===== config.mk =====
export PLATFORM = sky130hd
export DESIGN_NAME = mux_scan_n
export DESIGN_NICKNAME = d
export VERILOG_FILES = /design/src/rtl/mux_scan_n_pkg.sv /design/src/rtl/scan_dwell_ctr.sv /design/src/rtl/mux_scan_n.sv
export SDC_FILE = /design/constraint.sdc
export NUM_CORES = 1
export LEC_CHECK = 0
export ABC_AREA = 1
export CAP_MARGIN = 20
export CORE_MARGIN = 1.5
export CORE_UTILIZATION = 49
export CTS_CLUSTER_DIAMETER = 50
export DETAILED_ROUTE_END_ITERATION = 16
export PLACE_DENSITY = 0.85
export RECOVER_POWER = 25
export SETUP_SLACK_MARGIN = 0.05
export SKIP_CTS_REPAIR_TIMING = 1
export SLEW_MARGIN = 20
export SYNTH_ARGS = -nofsm -noshare
export SYNTH_HDL_FRONTEND = slang
export SYNTH_SLANG_ARGS = --single-unit

===== constraint.sdc =====
create_clock -name clk_i -period 3.02 [get_ports clk_i]
set_input_delay 0.302 -clock clk_i [delete_from_list [all_inputs] [get_ports clk_i]]
set_output_delay 0.302 -clock clk_i [all_outputs]
set_load 0.05 [all_outputs]

===== src/rtl/mux_scan_n_pkg.sv =====
// mux_scan_n shared types: FSM state encoding and mode constants.
package mux_scan_n_pkg;

   typedef enum logic [1:0] {
      S_MANUAL = 2'd0,
      S_SCAN   = 2'd1,
      S_HOLD   = 2'd2
   } state_e;

   localparam logic MODE_MANUAL = 1'b0;
   localparam logic MODE_SCAN   = 1'b1;

endpackage


===== src/rtl/scan_dwell_ctr.sv =====
// Dwell counter with wrap-around channel index.
module scan_dwell_ctr #(
   parameter int CHANNELS = 9,
   parameter int DWELL    = 16,
   parameter int SEL_W    = $clog2(CHANNELS)
) (
   input  logic             clk_i,
   input  logic             rst_ni,
   input  logic             en,
   input  logic             clr,
   input  logic             ld,
   input  logic [SEL_W-1:0] ld_val,
   output logic [SEL_W-1:0] ch,
   output logic [SEL_W-1:0] ch_nxt,
   output logic             tc
);

   localparam int CW = $clog2(DWELL + 1);
   localparam logic [CW-1:0]    DW_LAST = CW'(DWELL - 1);
   localparam logic [SEL_W-1:0] CH_LAST = SEL_W'(CHANNELS - 1);

   logic [CW-1:0] dwell_q;
   logic [CW-1:0] dwell_d;

   assign tc = (dwell_q == DW_LAST);

   always_comb begin
      ch_nxt  = ch;
      dwell_d = dwell_q;
      if (ld) ch_nxt = ld_val;
      if (clr) begin
         dwell_d = '0;
      end else if (en) begin
         if (tc) begin
            dwell_d = '0;
            ch_nxt  = (ch == CH_LAST) ? '0 : ch + SEL_W'(1);
         end else begin
            dwell_d = dwell_q + CW'(1);
         end
      end
   end

   always_ff @(posedge clk_i or negedge rst_ni) begin
      if (!rst_ni) begin
         dwell_q <= '0;
         ch      <= '0;
      end else begin
         dwell_q <= dwell_d;
         ch      <= ch_nxt;
      end
   end

endmodule


===== src/rtl/mux_scan_n.sv =====
// Registered N-channel selector: manual select, round-robin scan, hold.
module mux_scan_n
   import mux_scan_n_pkg::*;
#(
   parameter int WIDTH    = 8,
   parameter int CHANNELS = 9,
   parameter int SEL_W    = $clog2(CHANNELS),
   parameter int DWELL    = 16
) (
   input  logic                      clk_i,
   input  logic                      rst_ni,
   input  logic                      mode_i,
   input  logic                      hold_i,
   input  logic [SEL_W-1:0]          sel_i,
   input  logic [CHANNELS*WIDTH-1:0] in_i,
   output logic [WIDTH-1:0]          out_o,
   output logic [SEL_W-1:0]          ch_o,
   output logic                      valid_o,
   output logic                      sel_err_o
);

   localparam logic [SEL_W:0] N_CH = (SEL_W + 1)'(CHANNELS);

   state_e           state_q, state_d;
   logic [WIDTH-1:0] ch_val [2**SEL_W];
   logic [WIDTH-1:0] out_q, out_d;
   logic [SEL_W-1:0] ch, ch_nxt;
   logic             sel_ok, sel_bad_q;
   logic             valid_q, valid_d;
   logic             en, clr, ld, tc;

   // Unused index slots read as zero so any SEL_W-wide index is legal
   always_comb begin
      for (int k = 0; k < 2**SEL_W; k++) ch_val[k] = '0;
      for (int k = 0; k < CHANNELS; k++) ch_val[k] = in_i[k*WIDTH +: WIDTH];
   end

   assign sel_ok = ({1'b0, sel_i} < N_CH);

   always_comb begin
      state_d = S_SCAN;
      en      = 1'b0;
      clr     = 1'b0;
      ld      = 1'b0;
      out_d   = out_q;
      valid_d = 1'b0;
      if (hold_i) state_d = S_HOLD;
      else if (mode_i == MODE_MANUAL) state_d = S_MANUAL;
      else state_d = S_SCAN;
      unique case (state_d)
         S_MANUAL: begin
            clr = 1'b1;
            ld  = sel_ok;
            if (sel_ok) begin
               out_d   = ch_val[sel_i];
               valid_d = (sel_i != ch);
            end
         end
         S_SCAN: begin
            en      = 1'b1;
            out_d   = ch_val[ch_nxt];
            valid_d = tc;
         end
         default: ;
      endcase
   end

   scan_dwell_ctr #(
      .CHANNELS(CHANNELS),
      .DWELL   (DWELL),
      .SEL_W   (SEL_W)
   ) u_ctr (
      .clk_i (clk_i),
      .rst_ni(rst_ni),
      .en    (en),
      .clr   (clr),
      .ld    (ld),
      .ld_val(sel_i),
      .ch    (ch),
      .ch_nxt(ch_nxt),
      .tc    (tc)
   );

   always_ff @(posedge clk_i or negedge rst_ni) begin
      if (!rst_ni) begin
         state_q   <= S_MANUAL;
         out_q     <= '0;
         valid_q   <= 1'b0;
         sel_bad_q <= 1'b0;
      end else begin
         state_q   <= state_d;
         out_q     <= out_d;
         valid_q   <= valid_d;
         sel_bad_q <= !sel_ok;
      end
   end

   assign out_o     = out_q;
   assign ch_o      = ch;
   assign valid_o   = valid_q;
   assign sel_err_o = (state_q == S_MANUAL) && sel_bad_q;

endmodule


==> flow_metrics.env <==
export IMPL_status="finished, final reports clean"
export IMPL_cts_root_buf="clkbuf_8"
export IMPL_max_slew_worst_pin_slew_ns=1.167
export IMPL_grt_start_max_net_pins=50
export IMPL_die_area_sq_um=5585
export IMPL_maxCapViolCount=0
export IMPL_final_design_area_no_fill_sq_um=3535
export IMPL_synth_top_area_cell="dfrtp_1"
export IMPL_worst_ep_arrival_time_ns=2.62
export IMPL_synth_area_sq_um=2521
export IMPL_antenna_left=0
export IMPL_hpwl_um=6797
export IMPL_async_reset_ff_share_pct=100.0
export IMPL_p_leak_nw=1.653
export IMPL_synth_edf_count=0
export IMPL_die_w_um=74.73
export IMPL_cts_max_level=1
export IMPL_crit_type="flop to flop"
export IMPL_die_height_um=74.73
export IMPL_synth_distinct_cells=31
export IMPL_core_sq_um=4848
export IMPL_avgSynthCellArea_sq_um=6.061
export IMPL_total_power_w=0.001357
export IMPL_track_usage_pct=32.43
export IMPL_multi_input_area_sq_um=1639
export IMPL_syn_inst=416
export IMPL_fill_cells=430
export IMPL_layout_min_cycle_time_ns=2.442
export IMPL_clkLatencyLatePin_ns=0.26
export IMPL_path_clk_slew_ns=0.08
export IMPL_dr_pass1_iters=5
export IMPL_fin_crit_sh_pct=80.87
export IMPL_worst_hold_path_type="primary input to async pin"
export IMPL_tns_ns=0
export IMPL_cp_required_ns=3.20
export IMPL_place_area_sq_um=3495
export IMPL_worstSetupEndpointType="flop"
export IMPL_finalHoldViolCount=0
export IMPL_clock_skew_ns=0.009458
export IMPL_vias=3153
export IMPL_drc=0
export IMPL_ys_warn_count=0
export IMPL_syn_nets=499
export IMPL_routed_wl_um=8764
export IMPL_io_pins=94
export IMPL_viasPerCell=5.551
export IMPL_drtIter0Drc=272
export IMPL_cts_tree="done"
export IMPL_synth_ff_type="dfrtp_1"
export IMPL_start_util_pct=52.00
export IMPL_place_congestion=0.9732
export IMPL_startpoint_type="flop"
export IMPL_layout_area_seq_sq_um=525.5
export IMPL_clockBufferDepth=2
export IMPL_portBuffers=93
export IMPL_cts_buffers=3
export IMPL_final_layout_size_suffix_gt1_share_pct=6.786
export IMPL_first_global_vias=2953
export IMPL_antenna_found_initial=0
export IMPL_cts_sinks=21
export IMPL_vdd_drop_max_v=0.0003178
export IMPL_rsz0062_at_grt="no"
export IMPL_fmax_ghz=0.4095
export IMPL_grt_ovfl_total=0
export IMPL_yosys_register_bits=21
export IMPL_critPathMaxFanout=16
export IMPL_n_antenna_cell=0
export IMPL_max_slew_margin_pct=22.17
export IMPL_synth_top_area_share_pct=20.84
export IMPL_nets=585
export IMPL_fp_row_count=25
export IMPL_area_delta_synth_final_pct=40.20
export IMPL_synth_area_top_cells="dfrtp_1 (21%), nand3_1 (17%), nand2_1 (12%)"
export IMPL_routedWlPerCell_um=15.43
export IMPL_grt_pass1_wl_um=13980
export IMPL_finalSetupViolCount=0
export IMPL_seq_area_frac_synth_pct=20.84
export IMPL_final_max_slew_violation_count=0
export IMPL_p_per_area_nw_per_um2=383.9
==> flip-flops by register name, indices dropped and copies added, names as in the netlist <==
name / flops
out_o: 8
u_ctr.dwell_q: 5
u_ctr.ch: 4
state_q: 2
sel_bad_q: 1
valid_o: 1
==> final timing paths <==
check	from	to	slack (ns)	depth (start not counted)
setup / recovery	u_ctr.dwell_q[0]	out_o[3]	0.58	11
hold / removal	rst_ni	u_ctr.ch[0]	0.25	1
setup reg to reg	u_ctr.dwell_q[0]	out_o[3]	0.58	11
hold reg to reg	u_ctr.dwell_q[3]	u_ctr.dwell_q[4]	0.48	1
max in group asynchronous	rst_ni	out_o[0]	2.07	1
min in group clk_i	u_ctr.dwell_q[3]	u_ctr.dwell_q[4]	0.48	1
==> layout make-up <==
cell class,instances,share of cell area [%]
Clock buffer,3,1.168
Tap cell,67,2.372
Timing Repair Buffer,103,28.28
Sequential cell,21,14.87
Clock inverter,1,0.1416
Inverter,64,6.796
Multi-Input combinational cell,309,46.37
==> worst max-delay path, cell delays in order (launching register included) <==
cell,delay [ns]
dfrtp_1,0.39
ha_1,0.20
nand3_1,0.08
nor2_1,0.15
nand2_2,0.18
o21ai_2,0.62
nand3_1,0.30
nand3_1,0.15
nand2_1,0.06
nand2_1,0.05
nand2_1,0.04
a21oi_1,0.12
==> routing by layer <==
layer | global-route usage [%] | up-vias | routed length (um)
met2 | 54.86 | 173 | 4074
met1 | 43.61 | 1396 | 3828
met3 | 6.426 | 8 | 758
met5 | 0 | - | 0
li1 | - | 1576 | -
met4 | 5.657 | 0 | 102
==> cell usage in the layout (no fill, tap or decap), drive strengths merged <==
cell type      count
clkdlybuf4s50     92
nand2             89
nand3             87
inv               62
a21oi             36
o21ai             36
o211ai            24
dfrtp             21
nor2              12
buf               10
o31ai              8
xor2               6
clkbuf             4
ha                 3
clkinv             3
nor3               2
and2b              1
a31oi              1
a2111oi            1
nor3b              1
and3               1
a22o               1
==> Yosys cell counts (4+ instances only) <==
cell type,instances
a21oi_1,36
buf_2,9
clkbuf_1,8
dfrtp_1,21
inv_1,58
inv_2,4
nand2_1,83
nand3_1,86
nor2_1,6
o211ai_1,24
o21ai_0,34
o31ai_1,8
xor2_1,6
==> report_power, final <==
group          switching (W)  internal (W)  total (W)
registers          0.0000437      0.000327   0.000371
logic               0.000488      0.000314   0.000802
clock network      0.0000922     0.0000918   0.000184
==> through the flow <==
step / utilization (%) / std cells / hold slack (ns) / setup slack, ns
2_1_floorplan: - / 416 / 0.006409 / 0.8003
3_3_place_gp: 72.08 / 564 / 0.4558 / 0.3855
3_5_place_dp: 72.08 / 564 / 0.4620 / 0.3943
4_1_cts: 73.03 / 568 / 0.4736 / 0.6054
5_1_grt: 72.90 / 568 / 0.3471 / 0.2918
6_report: 72.90 / 568 / 0.2468 / 0.5778
==> logic make-up (layout without fill, tap and decap cells) <==
kind of cell / Yosys count / count (layout) / synth area share [%]
xor+xnor: 6 / 6 / 2.084
buf+inv: 86 / 171 / 14.14
compound gates: 107 / 107 / 25.31
simple gates: 193 / 193 / 36.13
flops: 21 / 21 / 20.84
fa+ha+maj: 3 / 3 / 1.489
No activity file was read; power rests on OpenSTA's default activity.
